**src/rtl/harmonic_sequencer_pkg.sv**
```systemverilog
`default_nettype none
// ============================================================================
// Module : harmonic_sequencer_pkg
// Shared state encoding and timing constants for the harmonic sequencer.
// Rev    : 1.0  initial release
// ============================================================================
package harmonic_sequencer_pkg;

  localparam int C_CLOCK_HZ        = 48_000_000;
  localparam int C_SAMPLE_RATE_HZ  = 48_000;
  localparam int C_SAMPLE_INTERVAL = C_CLOCK_HZ / C_SAMPLE_RATE_HZ;
  localparam int C_NUM_HARMONICS   = 64;

  localparam int C_STATE_W = 3;
  localparam logic [C_STATE_W-1:0] ST_IDLE      = 3'd0;
  localparam logic [C_STATE_W-1:0] ST_MULT      = 3'd1;
  localparam logic [C_STATE_W-1:0] ST_MULT_WAIT = 3'd2;
  localparam logic [C_STATE_W-1:0] ST_ADD_WAIT  = 3'd3;
  localparam logic [C_STATE_W-1:0] ST_NEXT      = 3'd4;
  localparam logic [C_STATE_W-1:0] ST_DONE      = 3'd5;
  localparam logic [C_STATE_W-1:0] ST_WAIT_TICK = 3'd6;

endpackage
`default_nettype wire

```
**src/rtl/sample_tick_timer.sv**
```systemverilog
`default_nettype none
// ============================================================================
// Module : sample_tick_timer
// Free-running 0..SAMPLE_INTERVAL-1 counter with a one-cycle tick on the last count.
// Rev    : 1.0  initial release
// ============================================================================
module sample_tick_timer
  import harmonic_sequencer_pkg::*;
#(
  parameter int SAMPLE_INTERVAL = C_SAMPLE_INTERVAL
) (
  input  logic i_Clock,
  input  logic reset_n,
  output logic o_Tick
);

  localparam int CNT_W = (SAMPLE_INTERVAL > 1) ? $clog2(SAMPLE_INTERVAL) : 1;
  localparam logic [CNT_W-1:0] C_LAST = CNT_W'(SAMPLE_INTERVAL - 1);

  logic [CNT_W-1:0] r_count;

  assign o_Tick = (r_count == C_LAST);

  always_ff @(posedge i_Clock or negedge reset_n) begin
    if (!reset_n) begin
      r_count <= '0;
    end else if (o_Tick) begin
      r_count <= '0;
    end else begin
      r_count <= r_count + CNT_W'(1);
    end
  end

endmodule
`default_nettype wire

```
**src/rtl/harmonic_sequencer.sv**
```systemverilog
`default_nettype none
// ============================================================================
// Module : harmonic_sequencer
// Per-sample frame sequencer: walks harmonics, routes them to N adders, sends totals to the DAC.
// Rev    : 1.0  initial release
// ============================================================================
module harmonic_sequencer
  import harmonic_sequencer_pkg::*;
#(
  parameter int NUM_HARMONICS   = C_NUM_HARMONICS,
  parameter int NUM_CHANNELS    = 2,
  parameter int SAMPLE_INTERVAL = C_SAMPLE_INTERVAL,
  parameter int HARM_W          = 8,
  parameter int ACC_W           = 32
) (
  input  logic                           i_Clock,
  input  logic                           reset_n,
  input  logic                           i_Enable,
  input  logic [HARM_W-1:0]              i_Harmonic_Limit,
  output logic [HARM_W-1:0]              o_Harmonic,
  output logic                           o_Next_Sample,
  input  logic                           i_Sample_Ready,
  input  logic                           i_Freq_Too_High,
  output logic                           o_Mult_Start,
  output logic                           o_Mult_Restart,
  input  logic                           i_Mult_Ready,
  input  logic                           i_Comb_Muted,
  output logic [NUM_CHANNELS-1:0]        o_Adder_Start,
  output logic                           o_Adder_Clear,
  input  logic [NUM_CHANNELS*ACC_W-1:0]  i_Adder_Total,
  output logic [NUM_CHANNELS*ACC_W-1:0]  o_Channel_Total,
  output logic                           o_DAC_Send,
  output logic [7:0]                     o_Overrun_Count,
  output logic                           o_Busy
);

  localparam int CH_W = (NUM_CHANNELS > 1) ? $clog2(NUM_CHANNELS) : 1;
  localparam logic [CH_W-1:0] C_LAST_CH = CH_W'(NUM_CHANNELS - 1);

  logic [C_STATE_W-1:0]    r_state;
  logic [HARM_W-1:0]       r_last;
  logic [CH_W-1:0]         r_channel;
  logic [HARM_W-1:0]       w_last;
  logic [NUM_CHANNELS-1:0] w_chan_sel;
  logic                    w_tick;
  logic                    w_in_frame;
  logic                    w_abort;

  sample_tick_timer #(
    .SAMPLE_INTERVAL(SAMPLE_INTERVAL)
  ) u_tick_timer (
    .i_Clock (i_Clock),
    .reset_n (reset_n),
    .o_Tick  (w_tick)
  );

  for (genvar c = 0; c < NUM_CHANNELS; c++) begin : g_chan_sel
    assign w_chan_sel[c] = (r_channel == CH_W'(c));
  end

  // Index of the last harmonic in the frame: limit clamped to 1..NUM_HARMONICS, minus one.
  always_comb begin
    w_last = '0;
    if (32'(i_Harmonic_Limit) > NUM_HARMONICS) begin
      w_last = HARM_W'(NUM_HARMONICS - 1);
    end else if (i_Harmonic_Limit != '0) begin
      w_last = i_Harmonic_Limit - HARM_W'(1);
    end
  end

  assign w_in_frame = (r_state == ST_MULT) || (r_state == ST_MULT_WAIT) ||
                      (r_state == ST_ADD_WAIT) || (r_state == ST_NEXT);
  assign w_abort    = w_tick && w_in_frame;
  assign o_Busy     = (r_state != ST_IDLE) && (r_state != ST_WAIT_TICK);

  always_ff @(posedge i_Clock or negedge reset_n) begin
    if (!reset_n) begin
      r_state         <= ST_IDLE;
      r_last          <= '0;
      r_channel       <= '0;
      o_Harmonic      <= '0;
      o_Next_Sample   <= 1'b0;
      o_Mult_Start    <= 1'b0;
      o_Mult_Restart  <= 1'b0;
      o_Adder_Start   <= '0;
      o_Adder_Clear   <= 1'b0;
      o_Channel_Total <= '0;
      o_DAC_Send      <= 1'b0;
      o_Overrun_Count <= '0;
    end else begin
      o_Next_Sample  <= 1'b0;
      o_Mult_Start   <= 1'b0;
      o_Mult_Restart <= 1'b0;
      o_Adder_Start  <= '0;
      o_Adder_Clear  <= 1'b0;
      o_DAC_Send     <= 1'b0;
      // A tick mid-frame wins over any handshake: ship the partial totals and restart.
      if (w_abort) begin
        o_Channel_Total <= i_Adder_Total;
        o_Adder_Clear   <= 1'b1;
        o_DAC_Send      <= 1'b1;
        if (o_Overrun_Count != 8'hFF) begin
          o_Overrun_Count <= o_Overrun_Count + 8'd1;
        end
        r_state <= ST_IDLE;
      end else begin
        case (r_state)
          ST_IDLE: begin
            if (i_Enable) begin
              o_Mult_Restart <= 1'b1;
              o_Harmonic     <= '0;
              r_channel      <= '0;
              r_last         <= w_last;
              r_state        <= ST_ADD_WAIT;
            end
          end
          ST_MULT: begin
            o_Mult_Start <= 1'b1;
            r_state      <= ST_MULT_WAIT;
          end
          ST_MULT_WAIT: begin
            if (i_Mult_Ready) begin
              r_state <= i_Comb_Muted ? ST_NEXT : ST_ADD_WAIT;
            end
          end
          ST_ADD_WAIT: begin
            if (i_Sample_Ready) begin
              o_Adder_Start <= w_chan_sel;
              r_state       <= ST_NEXT;
            end
          end
          ST_NEXT: begin
            if ((o_Harmonic >= r_last) || i_Freq_Too_High) begin
              r_state <= ST_DONE;
            end else begin
              o_Harmonic    <= o_Harmonic + HARM_W'(1);
              r_channel     <= (r_channel == C_LAST_CH) ? '0 : r_channel + CH_W'(1);
              o_Next_Sample <= 1'b1;
              r_state       <= ST_MULT;
            end
          end
          ST_DONE: begin
            o_Channel_Total <= i_Adder_Total;
            o_Adder_Clear   <= 1'b1;
            r_state         <= ST_WAIT_TICK;
          end
          ST_WAIT_TICK: begin
            if (w_tick) begin
              o_DAC_Send <= 1'b1;
              r_state    <= ST_IDLE;
            end
          end
          default: r_state <= ST_IDLE;
        endcase
      end
    end
  end

endmodule
`default_nettype wire

```
**config.mk**
```make
export PLATFORM = sky130hd
export DESIGN_NAME = harmonic_sequencer
export DESIGN_NICKNAME = d
export VERILOG_FILES = /design/src/rtl/harmonic_sequencer_pkg.sv /design/src/rtl/sample_tick_timer.sv /design/src/rtl/harmonic_sequencer.sv
export SDC_FILE = /design/constraint.sdc
export NUM_CORES = 1
export LEC_CHECK = 0
export ABC_AREA = 1
export CAP_MARGIN = 20
export CORE_AREA = 4 4 107 109
export DETAILED_ROUTE_END_ITERATION = 16
export DIE_AREA = 0 0 111 113
export HOLD_SLACK_MARGIN = 0.06
export PLACE_DENSITY = 0.84
export SYNTH_ARGS = -nofsm -noshare
export SYNTH_HDL_FRONTEND = slang
export SYNTH_SLANG_ARGS = --single-unit
```
**constraint.sdc**
```tcl
create_clock -name i_Clock -period 3.2 [get_ports i_Clock]
set_input_delay 0.48 -clock i_Clock [delete_from_list [all_inputs] [get_ports i_Clock]]
set_output_delay 0.48 -clock i_Clock [all_outputs]
set_load 0.02 [all_outputs]
```
==> summary.txt <==
CTS Sinks: 109
Lkg Pwr: 0.00353 uW
Synth Register Bits: 109
Slew headroom: 38.9%
via count: 4658
Final WS setup: 698 ps
clock root cell: clkbuf_8
Synth top cells by count: nand2_1, dfrtp_1, inv_1
Finished Layout Cells: 942
Clk Latency, worst-skew pair: 370 ps
slowest stage delay, CP: 560 ps
Cells after Synth: 630
Final Max Slew Viols: 0
Worst-Margin Slew: 917 ps
post-synth top area cell: dfrtp_1
CP top delay family: buffers and inverters
CP Capture Type: output pin
largest net degree at the start of global routing: 73
Syn-to-layout area delta: 38.1%
Via density: 4.94
RSZ-0062 raised after global routing: no
Initial Util: 48.3%
worst hold path type: in -> async
final worst path period need: 2500 ps
Syn Std Cell Area: 5120 um2
die height: 113 um
number of global-route vias before repair: 4520
Setup Skew: 9.28 ps
worst-path cell chain: inv_1 -> nor3_1 -> nor2_1 -> clkdlybuf4s50_1
sequential fraction of the synthesis area: 53.2%
Post-CTS Setup Repair Bufs: 0
drt wl/cell: 14.1 um
Die Wd: 111 um
Final Wtd Congestion: 0.938
period utilisation layout: 78.2%
cts hold-fix bufs: 0
I/O pins: 167
Antenna Cells: 0
worst path bufs/invs: 2
status: completed
Post-Route Setup TNS: 0 ps
number of placement rows: 38
peak supply drop: 0.000469 V
TritonCTS clock tree: done
IO Port Bufs: 166
ranking of synthesized cells by area: dfrtp_1, nand2_1, inv_1, nor2_1, ha_1
All-Layer GR Usage: 21.4%
Crit-path slowest cell: clkdlybuf4s50_1
CTS Buffer Depth: 2
Core ar.: 10600 um2
Filler Cells Inserted: 837
drc violations: 0
synthesized area per cell: 8.13 um2
Arr. time, crit path: 2020 ps
Critical Path RT: 2720 ps
half-perimeter wire length after placement: 10000 um
initial antenna violation count: 0
EDFF count, synth: 0
Post-synth ARST share: 100%
Post-synth top flop: dfrtp_1
Inst Count DP: 926
Final Setup Violations: 0
CP startpoint kind: flip-flop
Setup CP Type: reg -> out
power density cells: 803 nW/um2
CTS Buf Count: 9
Pwr Total: 5690 uW
first-pass GRT wire length: 22100 um
CTS resizes: 0
die area: 12500 um2
CP max FO: 8
first-pass detailed-route iteration total: 4
share of layout cells above drive strength 1: 4.49%
Ys Warns: 0
Setup WS pre-CTS: 943 ps
final hold violation count: 0
grt ovf: 0
max-cap viol count: 0
fin util: 66.8%
DRT Wirelength: 13300 um
achievable clock frequency: 400 MHz
H-tree Lvls: 3
Distinct cells, synth: 28
post-synth top area share: 53.2%
NumNets Final: 889
post-synth net total: 722
Clock Pin Slew Worst Setup and Hold Paths: 110 ps
most numerous cell in the Yosys netlist: nand2_1
Routed Antenna Nets: 0
DR iter-0 viols: 336
## cells by family after synthesis
kind of cell,Yosys count,share of synthesized area (%)
xor+xnor,15,2.56
flops,109,53.2
compound gates,32,3.69
buf+inv,72,6.54
simple gates,389,30.8
fa+ha+maj,13,3.17
## registers in the layout, summed over array words and instances (netlist names)
signal                cells
o_Channel_Total          64
o_Harmonic                8
o_Adder_Start             2
u_tick_timer.r_count     10
o_Next_Sample             1
r_last                    8
r_channel                 1
r_state                   3
o_Overrun_Count           8
o_Mult_Restart            1
o_Adder_Clear             1
o_Mult_Start              1
o_DAC_Send                1
## area by class of cell
| class | count | area [um2] | share of cell area [%] |
|---|---|---|---|
| Clock buffer | 9 | 124 | 1.75 |
| Tap cell | 140 | 175 | 2.47 |
| Timing Repair Buffer | 171 | 1700 | 24.0 |
| Clock inverter | 7 | 80.1 | 1.13 |
| Multi-Input combinational cell | 449 | 2060 | 29.1 |
| Sequential cell | 109 | 2730 | 38.5 |
| Inverter | 57 | 214 | 3.02 |
## power breakdown
part | internal [uW] | leakage, uW | total [uW] | switching [uW]
registers | 1880 | 0.00135 | 2170 | 292
clock network | 372 | 0.0000968 | 865 | 493
logic | 1180 | 0.00208 | 2650 | 1470
total | 3430 | 0.00353 | 5690 | 2250
## through the flow
stage	hold WS [ps]	cell area, um2
2_1_floorplan	184	5120
3_3_place_gp	460	6870
3_5_place_dp	466	6870
4_1_cts	258	7080
5_1_grt	288	7080
6_report	223	7080
## placed cells by master (no fill, tap or decap), types with 8 or more instances in the layout
cell and n:
ha_1 13, nor3_1 13, o21ai_0 13, nand3_1 25, dfrtp_1 109, nand2_1 286, xor2_1 11, clkdlybuf4s50_1 165
inv_1 54, clkbuf_8 9, nor2_1 48, a21oi_1 8
## routing by layer
layer	routed length (um)	global-route usage, %
met1	5710	27.8
met2	6540	36.8
met3	940	5.03
met4	138	4.60
met5	0	0
## worst paths after layout
check / start / to / slack [ps] / depth (start not counted)
setup / recovery: r_state[2] / o_Busy / 700 / 4
hold / removal: reset_n / r_last[1] / 220 / 1
setup reg to reg: u_tick_timer.r_count[0] / o_Channel_Total[22] / 910 / 10
hold reg to reg: o_Channel_Total[31] / o_Channel_Total[31] / 490 / 2
max in group asynchronous: reset_n / o_Channel_Total[31] / 2160 / 2
min in group i_Clock: o_Channel_Total[31] / o_Channel_Total[31] / 490 / 2
No activity file was read; power rests on OpenSTA's default activity.
